==> src/rtl/opb_register_bank_ppc2simulink.sv <==
// OPB slave exposing C_NUM_REGS 32-bit software-to-fabric control registers,
// with optional shadow+commit so multi-word settings reach the fabric in one cycle.

module opb_reg_lane #(
  parameter bit          ATOMIC    = 1'b1,
  parameter logic [31:0] RESET_VAL = 32'h0
) (
  input  logic        gclk,
  input  logic        grst_n,
  input  logic        wr_en,
  input  logic        commit,
  input  logic [3:0]  be,
  input  logic [31:0] wdata,
  output logic [31:0] shadow_q,
  output logic [31:0] out_q,
  output logic        pending_q,
  output logic        update_q
);
  logic [31:0] merged, shadow_d, out_d;
  logic        pending_d, update_d;

  always_comb begin
    merged = shadow_q;
    for (int b = 0; b < 4; b++)
      if (be[b]) merged[8*b +: 8] = wdata[8*b +: 8];
    shadow_d  = shadow_q;
    out_d     = out_q;
    pending_d = pending_q;
    update_d  = 1'b0;
    if (wr_en && |be) begin
      shadow_d = merged;
      if (ATOMIC) pending_d = 1'b1;
      else begin
        out_d    = merged;
        update_d = 1'b1;
      end
    end else if (commit && pending_q) begin
      out_d     = shadow_q;
      update_d  = 1'b1;
      pending_d = 1'b0;
    end
  end

  always_ff @(posedge gclk or negedge grst_n) begin
    if (!grst_n) begin
      shadow_q  <= RESET_VAL;
      out_q     <= RESET_VAL;
      pending_q <= 1'b0;
      update_q  <= 1'b0;
    end else begin
      shadow_q  <= shadow_d;
      out_q     <= out_d;
      pending_q <= pending_d;
      update_q  <= update_d;
    end
  end
endmodule

module opb_register_bank_ppc2simulink #(
  parameter logic [31:0] C_BASEADDR   = 32'h01083900,
  parameter logic [31:0] C_HIGHADDR   = 32'h010839FF,
  parameter int          C_OPB_AWIDTH = 32,
  parameter int          C_OPB_DWIDTH = 32,
  parameter int          C_NUM_REGS   = 8,
  parameter bit          C_ATOMIC     = 1'b1,
  parameter logic [31:0] C_RESET_VAL  = 32'h00000000,
  parameter              C_FAMILY     = "virtex6"
) (
  input  logic                    OPB_Clk,
  input  logic                    OPB_Rst_n,
  input  logic [0:31]             OPB_ABus,
  input  logic [0:3]              OPB_BE,
  input  logic [0:31]             OPB_DBus,
  input  logic                    OPB_RNW,
  input  logic                    OPB_select,
  input  logic                    OPB_seqAddr,
  output logic [0:31]             Sl_DBus,
  output logic                    Sl_xferAck,
  output logic                    Sl_errAck,
  output logic                    Sl_retry,
  output logic                    Sl_toutSup,
  output logic [32*C_NUM_REGS-1:0] user_data_out,
  output logic [C_NUM_REGS-1:0]   user_update
);
  localparam int IW = (C_NUM_REGS > 1) ? $clog2(C_NUM_REGS) : 1;
  localparam bit unused_family = (C_FAMILY == "virtex6");

  typedef enum logic [1:0] {S_IDLE, S_ACK, S_WAIT} state_t;
  state_t state_q;

  // Numeric views of the big-endian OPB buses: OPB bit 0 becomes bit 31.
  logic [C_OPB_AWIDTH-1:0] addr;
  logic [C_OPB_DWIDTH-1:0] wdata, rd_data, dbus_q;
  logic [3:0]              be;
  logic [31:0]             offset, widx, status;
  logic [63:0]             pend_pad;
  logic                    hit, wr_hit, commit, ack_q;
  logic [C_NUM_REGS-1:0]   reg_wr, pending;
  logic [C_NUM_REGS-1:0][31:0] shadow;
  logic                    unused_in;

  assign addr      = OPB_ABus;
  assign wdata     = OPB_DBus;
  assign be        = OPB_BE;
  assign offset    = addr - C_BASEADDR;
  assign widx      = {2'b00, offset[31:2]};
  assign unused_in = ^{OPB_seqAddr, offset[1:0], pend_pad[63:32], unused_family};

  assign hit    = OPB_select && (addr >= C_BASEADDR) && (addr <= C_HIGHADDR);
  assign wr_hit = (state_q == S_IDLE) && hit && !OPB_RNW;
  assign commit = C_ATOMIC && wr_hit && (widx == 32'(C_NUM_REGS));

  always_comb begin
    reg_wr = '0;
    for (int i = 0; i < C_NUM_REGS; i++)
      reg_wr[i] = wr_hit && (widx == 32'(i));
    pend_pad = 64'(pending);
    status   = pend_pad[31:0];
    rd_data  = '0;
    if (widx < 32'(C_NUM_REGS))           rd_data = shadow[widx[IW-1:0]];
    else if (widx == 32'(C_NUM_REGS + 1)) rd_data = status;
  end

  opb_reg_lane #(.ATOMIC(C_ATOMIC), .RESET_VAL(C_RESET_VAL)) u_lane [C_NUM_REGS-1:0] (
    .gclk      (OPB_Clk),
    .grst_n    (OPB_Rst_n),
    .wr_en     (reg_wr),
    .commit    (commit),
    .be        (be),
    .wdata     (wdata),
    .shadow_q  (shadow),
    .out_q     (user_data_out),
    .pending_q (pending),
    .update_q  (user_update)
  );

  // WAIT holds off a second ack until the master releases select.
  always_ff @(posedge OPB_Clk or negedge OPB_Rst_n) begin
    if (!OPB_Rst_n) begin
      state_q <= S_IDLE;
      ack_q   <= 1'b0;
      dbus_q  <= '0;
    end else begin
      ack_q  <= 1'b0;
      dbus_q <= '0;
      case (state_q)
        S_IDLE: if (hit) begin
          state_q <= S_ACK;
          ack_q   <= 1'b1;
          if (OPB_RNW) dbus_q <= rd_data;
        end
        S_ACK:  state_q <= S_WAIT;
        S_WAIT: if (!OPB_select) state_q <= S_IDLE;
        default: state_q <= S_IDLE;
      endcase
    end
  end

  assign Sl_DBus    = dbus_q;
  assign Sl_xferAck = ack_q;
  assign Sl_errAck  = 1'b0;
  assign Sl_retry   = 1'b0;
  assign Sl_toutSup = 1'b0;
endmodule

==> config.mk <==
export PLATFORM = sky130hd
export DESIGN_NAME = opb_register_bank_ppc2simulink
export DESIGN_NICKNAME = d
export VERILOG_FILES = /design/src/rtl/opb_register_bank_ppc2simulink.sv
export SDC_FILE = /design/constraint.sdc
export NUM_CORES = 1
export LEC_CHECK = 0
export ABC_AREA = 1
export BUFFER_PORTS_ARGS = -buffer_cell sky130_fd_sc_hd__buf_2
export CORE_MARGIN = 4
export CORE_UTILIZATION = 48
export CTS_CLUSTER_SIZE = 12
export DETAILED_ROUTE_END_ITERATION = 6
export PLACE_DENSITY = 0.69
export SLEW_MARGIN = 15
export SYNTH_ARGS = -nofsm -noshare
export SYNTH_HDL_FRONTEND = slang
export SYNTH_SLANG_ARGS = --single-unit
==> constraint.sdc <==
create_clock -name OPB_Clk -period 5.9 [get_ports OPB_Clk]
set_input_delay 0.295 -clock OPB_Clk [delete_from_list [all_inputs] [get_ports OPB_Clk]]
set_output_delay 0.295 -clock OPB_Clk [all_outputs]
set_load 0.05 [all_outputs]
After elaboration in Yosys (flattened, before gate mapping)

Cells that the tools add are included.

Memory bits (read-only): 0
Register bits after elaboration: 563
Bits in writable memories: 0
Word-level logic and storage cells: 211
Memories: 0
Latch bits: 0

Multipliers: 0
Eq/ne operators: 13
Multiplexer cells: 44
$add $sub $neg: 1
Magnitude comparators: 4
Reduce and logical (&&, ||, !) cells: 82
Div/mod/pow operators: 0
Bitwise operators: 8
Shift-type cells: 0

Operators with widths:

| cell                   | count |
|---|---|
| $mux 32                | 5 |
| $eq 30x3->1 const B    | 4 |
| $bmux 32 s3            | 1 |
| $reduce_and 2->1       | 41 |
| $eq 30x2->1 const B    | 2 |
| $eq 30x4->1 const B    | 2 |
| $mux 1                 | 34 |
| $ge 32x25->1 const B   | 1 |
| $le 32x25->1 const B   | 1 |
| $logic_not 32->1       | 1 |
| $sub 32x25->32 const B | 1 |
| $eq 30x1->1 const B    | 1 |
| $lt 30x4->1 const B    | 1 |
| $logic_and 1x1->1      | 29 |
| $reduce_bool 2->1      | 8 |
| $mux 8                 | 1 |
| $not 1->1              | 8 |
| $pmux 2 s3             | 1 |
| $lt 3x4->1 const B     | 1 |
| $mux 2                 | 2 |
| $ne 2x2->1 const B     | 2 |
| $reduce_or 4->1        | 1 |
| $eq 2x1->1 const B     | 1 |
| $eq 2x2->1 const B     | 1 |
| 2 further kinds        | 2 |

Logic depth before layout (Yosys ltp)

Gate-level depths: netlist of run 1.

Word-level depth: 9
Mapped depth: 17
Mapped depth without buffers: 17

Cells and area by module

A second synthesis of run 1 with hierarchy kept.

Cells, all modules: 2458
Area, all modules: 24732.5 sq um

Modules (own cells, without submodules):

| module                         | instances | area each (sq um) | cells an instance |
|---|---|---|---|
| opb_reg_lane                   | 8         | 2640.0            | 235 |
| opb_register_bank_ppc2simulink | 1         | 3612.2            | 578 |

Least setup slack after synthesis of run 1

Ideal clock, no wire load.

Path type: input-to-reg
Start point: input OPB_ABus[5] (netlist bit)
End point: register u_lane[5].shadow_q[7]
Data arrival time: 2.071 ns
Required time: 5.777 ns
Path slack: 3.706 ns
Setup time: 0.123 ns
Buffers on the path: 2
Stages: 13
Path through: inv_1 > nand2_1 > nor2_2 > nand3_1 > nor4_1 > nor3b_4 > nand2_2 > buf_6 > nor2_8 > nand3_2 > buf_6 > nand2_1 > o21ai_2

Word-level cells in the longest chain between the ends: 8
Elaborated cells between the ends (all ways): 11
Classes of those cells: 1 x add/sub; 2 x order compare; 1 x eq/ne; 7 x reduce/logical

Ends and longest elaborated chain:

| item                                                   | RTL line | source |
|---|---|---|
| start, declared                                        | 71       | `input logic [0:31] OPB_ABus,` |
| branches (longest 5 deep; another with $sub 32x25->32) | n/a      |  |
| $logic_and 1x1->1 (*)                                  | 116      | `reg_wr[i] = wr_hit && (widx == 32'(i));` |
| $logic_and 1x1->1 (*)                                  | 30       | `if (wr_en && \|be) begin` |
| $reduce_and 2->1 (no line) (*)                         | n/a      |  |
| end signal, assigned                                   | 51       | `shadow_q <= shadow_d;` |
| end, declared                                          | 14       | `output logic [31:0] shadow_q,` |

Mark *: on every way between the ends.
A chain may end at the register's enable or synchronous reset.

Final worst setup path of run 1

Start point: register state_q[0]
End point: register u_lane[5].out_q[3]

Word-level cells in the longest chain between the ends: 7
Elaborated cells between the ends (all ways): 9
Classes of those cells: 1 x bitwise; 8 x reduce/logical

Ends and longest elaborated chain:

| item                               | RTL line | source |
|---|---|---|
| start, declared                    | 89       | `state_t state_q;` |
| start signal, assigned             | 140      | `state_q <= S_IDLE;` |
| start signal, assigned             | 148      | `state_q <= S_ACK;` |
| start signal, assigned             | 152      | `S_ACK: state_q <= S_WAIT;` |
| $logic_not 2->1 (*)                | 110      | `assign wr_hit = (state_q == S_IDLE) && hit && !OPB_RNW;` |
| $logic_and 1x1->1 (*) (2 in a row) | 110      |  |
| $logic_and 1x1->1                  | 116      |  |
| $logic_and 1x1->1                  | 30       |  |
| $not 1->1 (no line)                | n/a      |  |
| $reduce_and 2->1 (no line) (*)     | n/a      |  |
| end signal, assigned               | 52       | `out_q <= out_d;` |
| end, declared                      | 15       | `output logic [31:0] out_q,` |

Every way passes the cells marked *; elsewhere a longest branch is shown, timed or not.

==> results of run 1 <==
[state kept, by name, indices dropped and copies added, names as in the netlist]
name,cells
u_lane.out_q,256
u_lane.shadow_q,256
Sl_DBus,32
u_lane.pending_q,8
u_lane.update_q,8
state_q,2
Sl_xferAck,1
[through the flow]
stage / utilization, % / instances / cell area, um2
after detailed placement: 53.2 / 3494 / 25600
after global routing: 56.9 / 3588 / 27400
after CTS: 56.9 / 3588 / 27400
after global placement: 53.2 / 3494 / 25600
final: 56.9 / 3590 / 27400
after floorplan: - / 2634 / 23400
[synthesized netlist by cell type, types with 4 or more instances]
| cell type | count | area share, % |
|---|---|---|
| dfrtp_1 | 563 | 60 |
| inv_1 | 154 | 2.5 |
| clkbuf_1 | 66 | 1.1 |
| buf_6 | 11 | 0.53 |
| nand2_1 | 1039 | 17 |
| buf_2 | 41 | 0.88 |
| o22ai_1 | 128 | 3.4 |
| buf_4 | 11 | 0.35 |
| nor2_2 | 5 | 0.13 |
| inv_2 | 7 | 0.11 |
| nand3_1 | 53 | 1.1 |
| buf_1 | 8 | 0.13 |
| o21ai_1 | 198 | 4.2 |
| nand4_1 | 12 | 0.32 |
| nand3_4 | 14 | 1.0 |
| nor3_1 | 5 | 0.11 |
| nand3_2 | 11 | 0.47 |
| a21oi_1 | 5 | 0.11 |
| nor2_1 | 77 | 1.2 |
| o21ai_2 | 16 | 0.60 |
| o21ai_0 | 187 | 4.0 |
| nor4_1 | 4 | 0.11 |
[report_power, final]
part	internal, W	switching (W)
Sequential	0.00386	0.000000510
Clock	0.00201	0.00148
Combinational	0.0000771	0.000266
[worst max-delay path, delay by kind of cell (launching register included)]
family | cells | cell delay, ns
buf+inv | 3 | 1.11
flops | 1 | 0.37
simple gates | 8 | 1.94
[routing by layer]
layer | up-vias | track usage, % | part of all wire [%]
li1 | 9146 | - | -
met1 | 9858 | 40.3 | 42
met2 | 957 | 44.1 | 46
met3 | 158 | 4.71 | 8.9
met4 | 2 | 10.4 | 3.5
met5 | - | 0 | 0.017
[final timing paths]
check / from / end / slack, ns / cells after the start
max: state_q[0] / u_lane[5].out_q[3] / 2.38 / 11
min: OPB_ABus[0] / state_q[0] / 0.04 / 3
max reg2reg: state_q[0] / u_lane[5].out_q[3] / 2.38 / 11
min reg2reg: u_lane[2].out_q[8] / u_lane[2].out_q[8] / 0.48 / 2
max in group asynchronous: OPB_Rst_n / u_lane[5].out_q[18] / 4.16 / 3
min in group asynchronous: OPB_Rst_n / u_lane[1].out_q[0] / 0.29 / 2
[logic make-up after synthesis]
family                 synth area share [%]
AO/OA/AOI/OAI                          12.5
buffers and inverters                  5.52
flip-flops                             60.1
other                                0.0160
AND/OR/NAND/NOR                        21.8
[cell type report]
cell class	count	area share, %
inverter	161	2.21
timing repair buffer	384	7.38
tap	615	2.81
clock inverter	6	0.252
multi-input combinational	1773	29.6
clock buffer	86	6.24
antenna	2	0.0183
sequential	563	51.5
[repair_timing]
item / 4_1_cts / 5_1_grt
setup endpoints to repair: 0 / 0
resized for setup: 0 / 0
endpoints found under the hold margin: 90 / 0
hold buffers: 2 / 0
==> out/results.txt, run 1 <==
Status = completed
Number of clock sinks = 563
Relative slew slack = 33.6%
NumNets Final = 3013
Initial antenna violation count = 3
Wirelength, routed = 75700 um
Die width = 229 um
RSZ-0062 raised after global routing = false
Fin Hold WS = 0.0376 ns
Register bit total from synthesis = 563
Slew @ Worst Pin = 0.995 ns
Delay of the slowest critical-path stage = 0.74 ns
Final setup fails = 0
Io pins = 373
Vias post-DR = 20100
Synth async-reset ratio = 100%
H-Tree Depth = 2
Post-DP HPWL = 50000 um
Most used cell, CP = nand2_1
Clk root buf = clkbuf_16
Row count = 80
Leading cell types in the layout, fill and taps excluded = nand2_1 (1035), dfrtp_1 (563), buf_2 (365)
Yosys warning count = 0
Netlist cell types = 36
Total CTS buffers = 57
Peak VDD IR = 199 uV
Die ar. = 52400 um2
Crit-path cells = inv_1 -> nand2_1 -> nor4_1 -> nor3b_4 -> nand2_2 -> nor2_4 -> nand3_2 -> buf_4 -> inv_2 -> nand2_1 -> nand2_1
Pin count of the biggest net entering global routing = 184
Final GP Congestion = 0.894
Worst setup SP type = register
Port bufs = 366
Overall Power = 0.00770 W
Ys flop type = dfrtp_1
1st-iter DRT viols = 2116
Crit path required time = 6.44 ns
Final period utilization = 59.7%
Worst Clk Skew = 0.0263 ns
P&R area growth vs syn = 16.7%
Worst hold path class = input pin to register
Skew-Pair Late Insertion Delay = 0.62 ns
FF/Latch Area = 14100 um2
Sequential share of the synthesized area = 60.1%
Tmin final = 3.52 ns
DRC = 0
Fillers = 4386
Antenna Nets Post-Route = 0
Vias in the first global route = 19800
First-pass GRT wire length = 116000 um
Synthesized area = 23400 um2
GRT Total Usage = 28.3%
Initial Util = 48.8%
Commonest non-fill, non-tap cell in the layout = nand2_1
CTS tree = built
Critical Path Slowest Stage Cell = inv_2
Post-Synthesis Cells = 2632
Layout cells sized above 1 = 17.9%
Fmax = 284 MHz
CP max FO = 33
Wire per inst = 21.1 um
Overflow after GRT = 0
Max-Cap Viols = 0
Post-synth EDFFs = 0
Clock tree buffer depth = 3
Combined area of the multi-input logic cells = 8090 um2
Pwr Density = 281 nW/um2
CP Capture Type = register
Critical path class = register to register
# Post-CTS Setup Buffers = 0
Clock transition at path regs = 0.06 ns
Die H = 229 um
Setup TNS = 0 ns
Final Hold Fails = 0
Worst endpoint data arrival time = 4.06 ns
Core ar. = 48000 um2
Leak Pwr = 14.5 nW
Final Max Slew Viols = 0
Detailed-router iteration count before antenna repair = 6
Vias per inst = 5.60
Setup WS pre-CTS = 2.09 ns
PnR worst setup slack = 2.38 ns
Avg Inst Size Synth = 8.90 um2
(Power assumes the default switching activity.)
==> inputs of run 2 (changes only) <==
==> constraint.sdc (replaced) <==
create_clock -name OPB_Clk -period 3.3 [get_ports OPB_Clk]
set_input_delay 0.165 -clock OPB_Clk [delete_from_list [all_inputs] [get_ports OPB_Clk]]
set_output_delay 0.165 -clock OPB_Clk [all_outputs]
set_load 0.05 [all_outputs]
==> run 2 against run 1 <==
Net effect: count of clock-buffer cells in the layout up 3; critical path depth down 3; die area unchanged; sequential power up 79%; global-route usage up 0.23 points; first-iteration DRC count down 0.52%; worst hold slack worse by 0.011 ns; combinational power up 92%.
==> out/results.txt, run 2 (synthesis results as in run 1) <==
Status = completed (unchanged)
Worst r2r src = state_q[0] (unchanged)
Slew @ Worst Pin = 0.960 ns (was 0.995 ns)
Clk root buf = clkbuf_16 (unchanged)
Wirelength, routed = 76200 um (was 75700 um)
Leading cell types in the layout, fill and taps excluded = nand2_1 (1034), dfrtp_1 (563), buf_2 (365) (was nand2_1 (1035), dfrtp_1 (563), buf_2 (365))
Final Max Slew Viols = 0 (unchanged)
Tmin final = 3.23 ns (was 3.52 ns)
Pwr Density = 491 nW/um2 (was 281 nW/um2)
Delay of the slowest critical-path stage = 0.75 ns (was 0.74 ns)
Final Hold Fails = 0 (unchanged)
Most used cell, CP = nand2_1 (unchanged)
Die width = 229 um (unchanged)
Vias in the first global route = 20000 (was 19800)
Critical path class = register to register (unchanged)
Relative slew slack = 35.8% (was 33.6%)
Worst hold path class = input pin to asynchronous set/reset pin (was input pin to register)
Setup WS pre-CTS = 0.0702 ns (was 2.09 ns)
Io pins = 373 (unchanged)
Crit path required time = 3.81 ns (was 6.44 ns)
Critical R2R Capture = u_lane[6].shadow_q[11] (was u_lane[5].out_q[3])
Crit path max-delay family = simple AND/OR/NAND/NOR gates (unchanged)
NumNets Final = 3080 (was 3013)
CP max FO = 16 (was 33)
R2R depth = 8 (was 11)
Vias per inst = 5.56 (was 5.60)
Peak VDD IR = 320 uV (was 199 uV)
GRT Total Usage = 28.5% (was 28.3%)
Row count = 80 (unchanged)
Final period utilization = 97.7% (was 59.7%)
Initial antenna violation count = 2 (was 3)
Fmax = 310 MHz (was 284 MHz)
CP Capture Type = register (unchanged)
Port bufs = 366 (unchanged)
Max-Cap Viols = 0 (unchanged)
Critical Path Slowest Stage Cell = nor2_1 (was inv_2)
Pin count of the biggest net entering global routing = 110 (was 184)
Final GP Congestion = 0.911 (was 0.894)
1st-iter DRT viols = 2105 (was 2116)
Clock tree buffer depth = 3 (unchanged)
Skew-Pair Late Insertion Delay = 0.61 ns (was 0.62 ns)
H-Tree Depth = 2 (unchanged)
First-pass GRT wire length = 117000 um (was 116000 um)
Post-DP HPWL = 52900 um (was 50000 um)
Leak Pwr = 14.8 nW (was 14.5 nW)
Core ar. = 48000 um2 (unchanged)
Initial Util = 48.8% (unchanged)
Util after Layout = 58.2% (was 56.9%)
Overflow after GRT = 0 (unchanged)
Crit-path cells = inv_1 -> nand2_1 -> nor4_1 -> nor3b_4 -> nand3_1 -> nor2_1 -> nand2_1 -> o21ai_0 (was inv_1 -> nand2_1 -> nor4_1 -> nor3b_4 -> nand2_2 -> nor2_4 -> nand3_2 -> buf_4 -> inv_2 -> nand2_1 -> nand2_1)
Crit path buf inv count = 1 (was 3)
DRC = 0 (unchanged)
Number of clock sinks = 563 (unchanged)
Vias post-DR = 20400 (was 20100)
Worst Clk Skew = 0.0174 ns (was 0.0263 ns)
Layout cells sized above 1 = 18.5% (was 17.9%)
Setup TNS = 0 ns (unchanged)
Wire per inst = 20.8 um (was 21.1 um)
Final setup fails = 0 (unchanged)
Die H = 229 um (unchanged)
P&R area growth vs syn = 19.4% (was 16.7%)
Reg-to-reg slack, setup = 0.07 ns (was 2.38 ns)
Antenna Nets Post-Route = 0 (unchanged)
Worst endpoint data arrival time = 3.74 ns (was 4.06 ns)
Commonest non-fill, non-tap cell in the layout = nand2_1 (unchanged)
Detailed-router iteration count before antenna repair = 6 (unchanged)
Total CTS buffers = 58 (was 57)
Die ar. = 52400 um2 (unchanged)
Worst setup SP type = register (unchanged)
Clock transition at path regs = 0.06 ns (about the same)
PnR worst setup slack = 0.0746 ns (was 2.38 ns)
CTS tree = built (unchanged)
run 2: cell types whose count changed in the layout (fill, tap and decap cells not counted), sizes merged:
cell	change
buf	+32
inv	+1
clkinv	+3
clkbuf	+3
clkinvlp	-1
dlygate4sd3	+34
diode	-1
run 2: timing repair:
| item | 4_1_cts | 5_1_grt |
|---|---|---|
| hold buffers | 36 | 0 |
| endpoints found under the setup margin | 0 | 1 |
| hold endpoints to repair | 671 | 0 |
| gates resized for setup | 0 | 1 |
| setup buffers | 0 | 0 |
run 2: layout make-up:
| type | instances | area (um2) |
|---|---|---|
| Fill cell | 4319 | 20100 |
| Sequential cell | 563 | 14100 |
| Multi-Input combinational cell | 1773 | 8100 |
| Timing Repair Buffer | 450 | 2660 |
| Clock buffer | 89 | 1670 |
| Tap cell | 615 | 769 |
| Inverter | 161 | 604 |
| Clock inverter | 9 | 88.8 |
| Antenna cell | 1 | 2.50 |
run 2: stage by stage:
step / instance area [um2] / power [W] / cells / hold slack [ns]
floorplan: 23400 / 0.00731 / 2634 / -0.131
global placement: 25900 / 0.00765 / 3526 / 0.0651
detailed placement: 25900 / 0.00765 / 3526 / 0.0611
CTS: 28000 / 0.0138 / 3660 / 0.00684
global route: 28000 / 0.0142 / 3661 / 0.0337
finish: 28000 / 0.0137 / 3661 / 0.0262
run 2: where the power goes:
group | switching, W | internal [W]
clock network | 0.00266 | 0.00352
logic | 0.000486 | 0.000172
registers | 0.000000955 | 0.00691
run 2: worst max-delay path by stage:
stage,start,to,depth (start not counted)
finish,state_q[0],u_lane[6].shadow_q[11],8
CTS,state_q[0],u_lane[6].shadow_q[19],8
global placement,OPB_ABus[6],u_lane[6].shadow_q[19],11
floorplan,state_q[0],u_lane[5].shadow_q[7],11
detailed placement,OPB_ABus[22],u_lane[6].shadow_q[19],12
global route,state_q[0],u_lane[6].shadow_q[0],8
run 2: worst register-to-register path: cells and delay by family (launching register included):
kind            cells  cell delay, ns
compound gates      1            0.35
buf+inv             1            0.05
flops               1            0.38
simple gates        6            2.36
run 2: layer usage:
metal	wire (um)	up-vias	GRT usage (%)
met3	6360	157	5.48
met1	32000	9919	39.6
li1	-	9285	-
met4	2300	2	8.98
met5	13	-	0
met2	35500	989	45.8
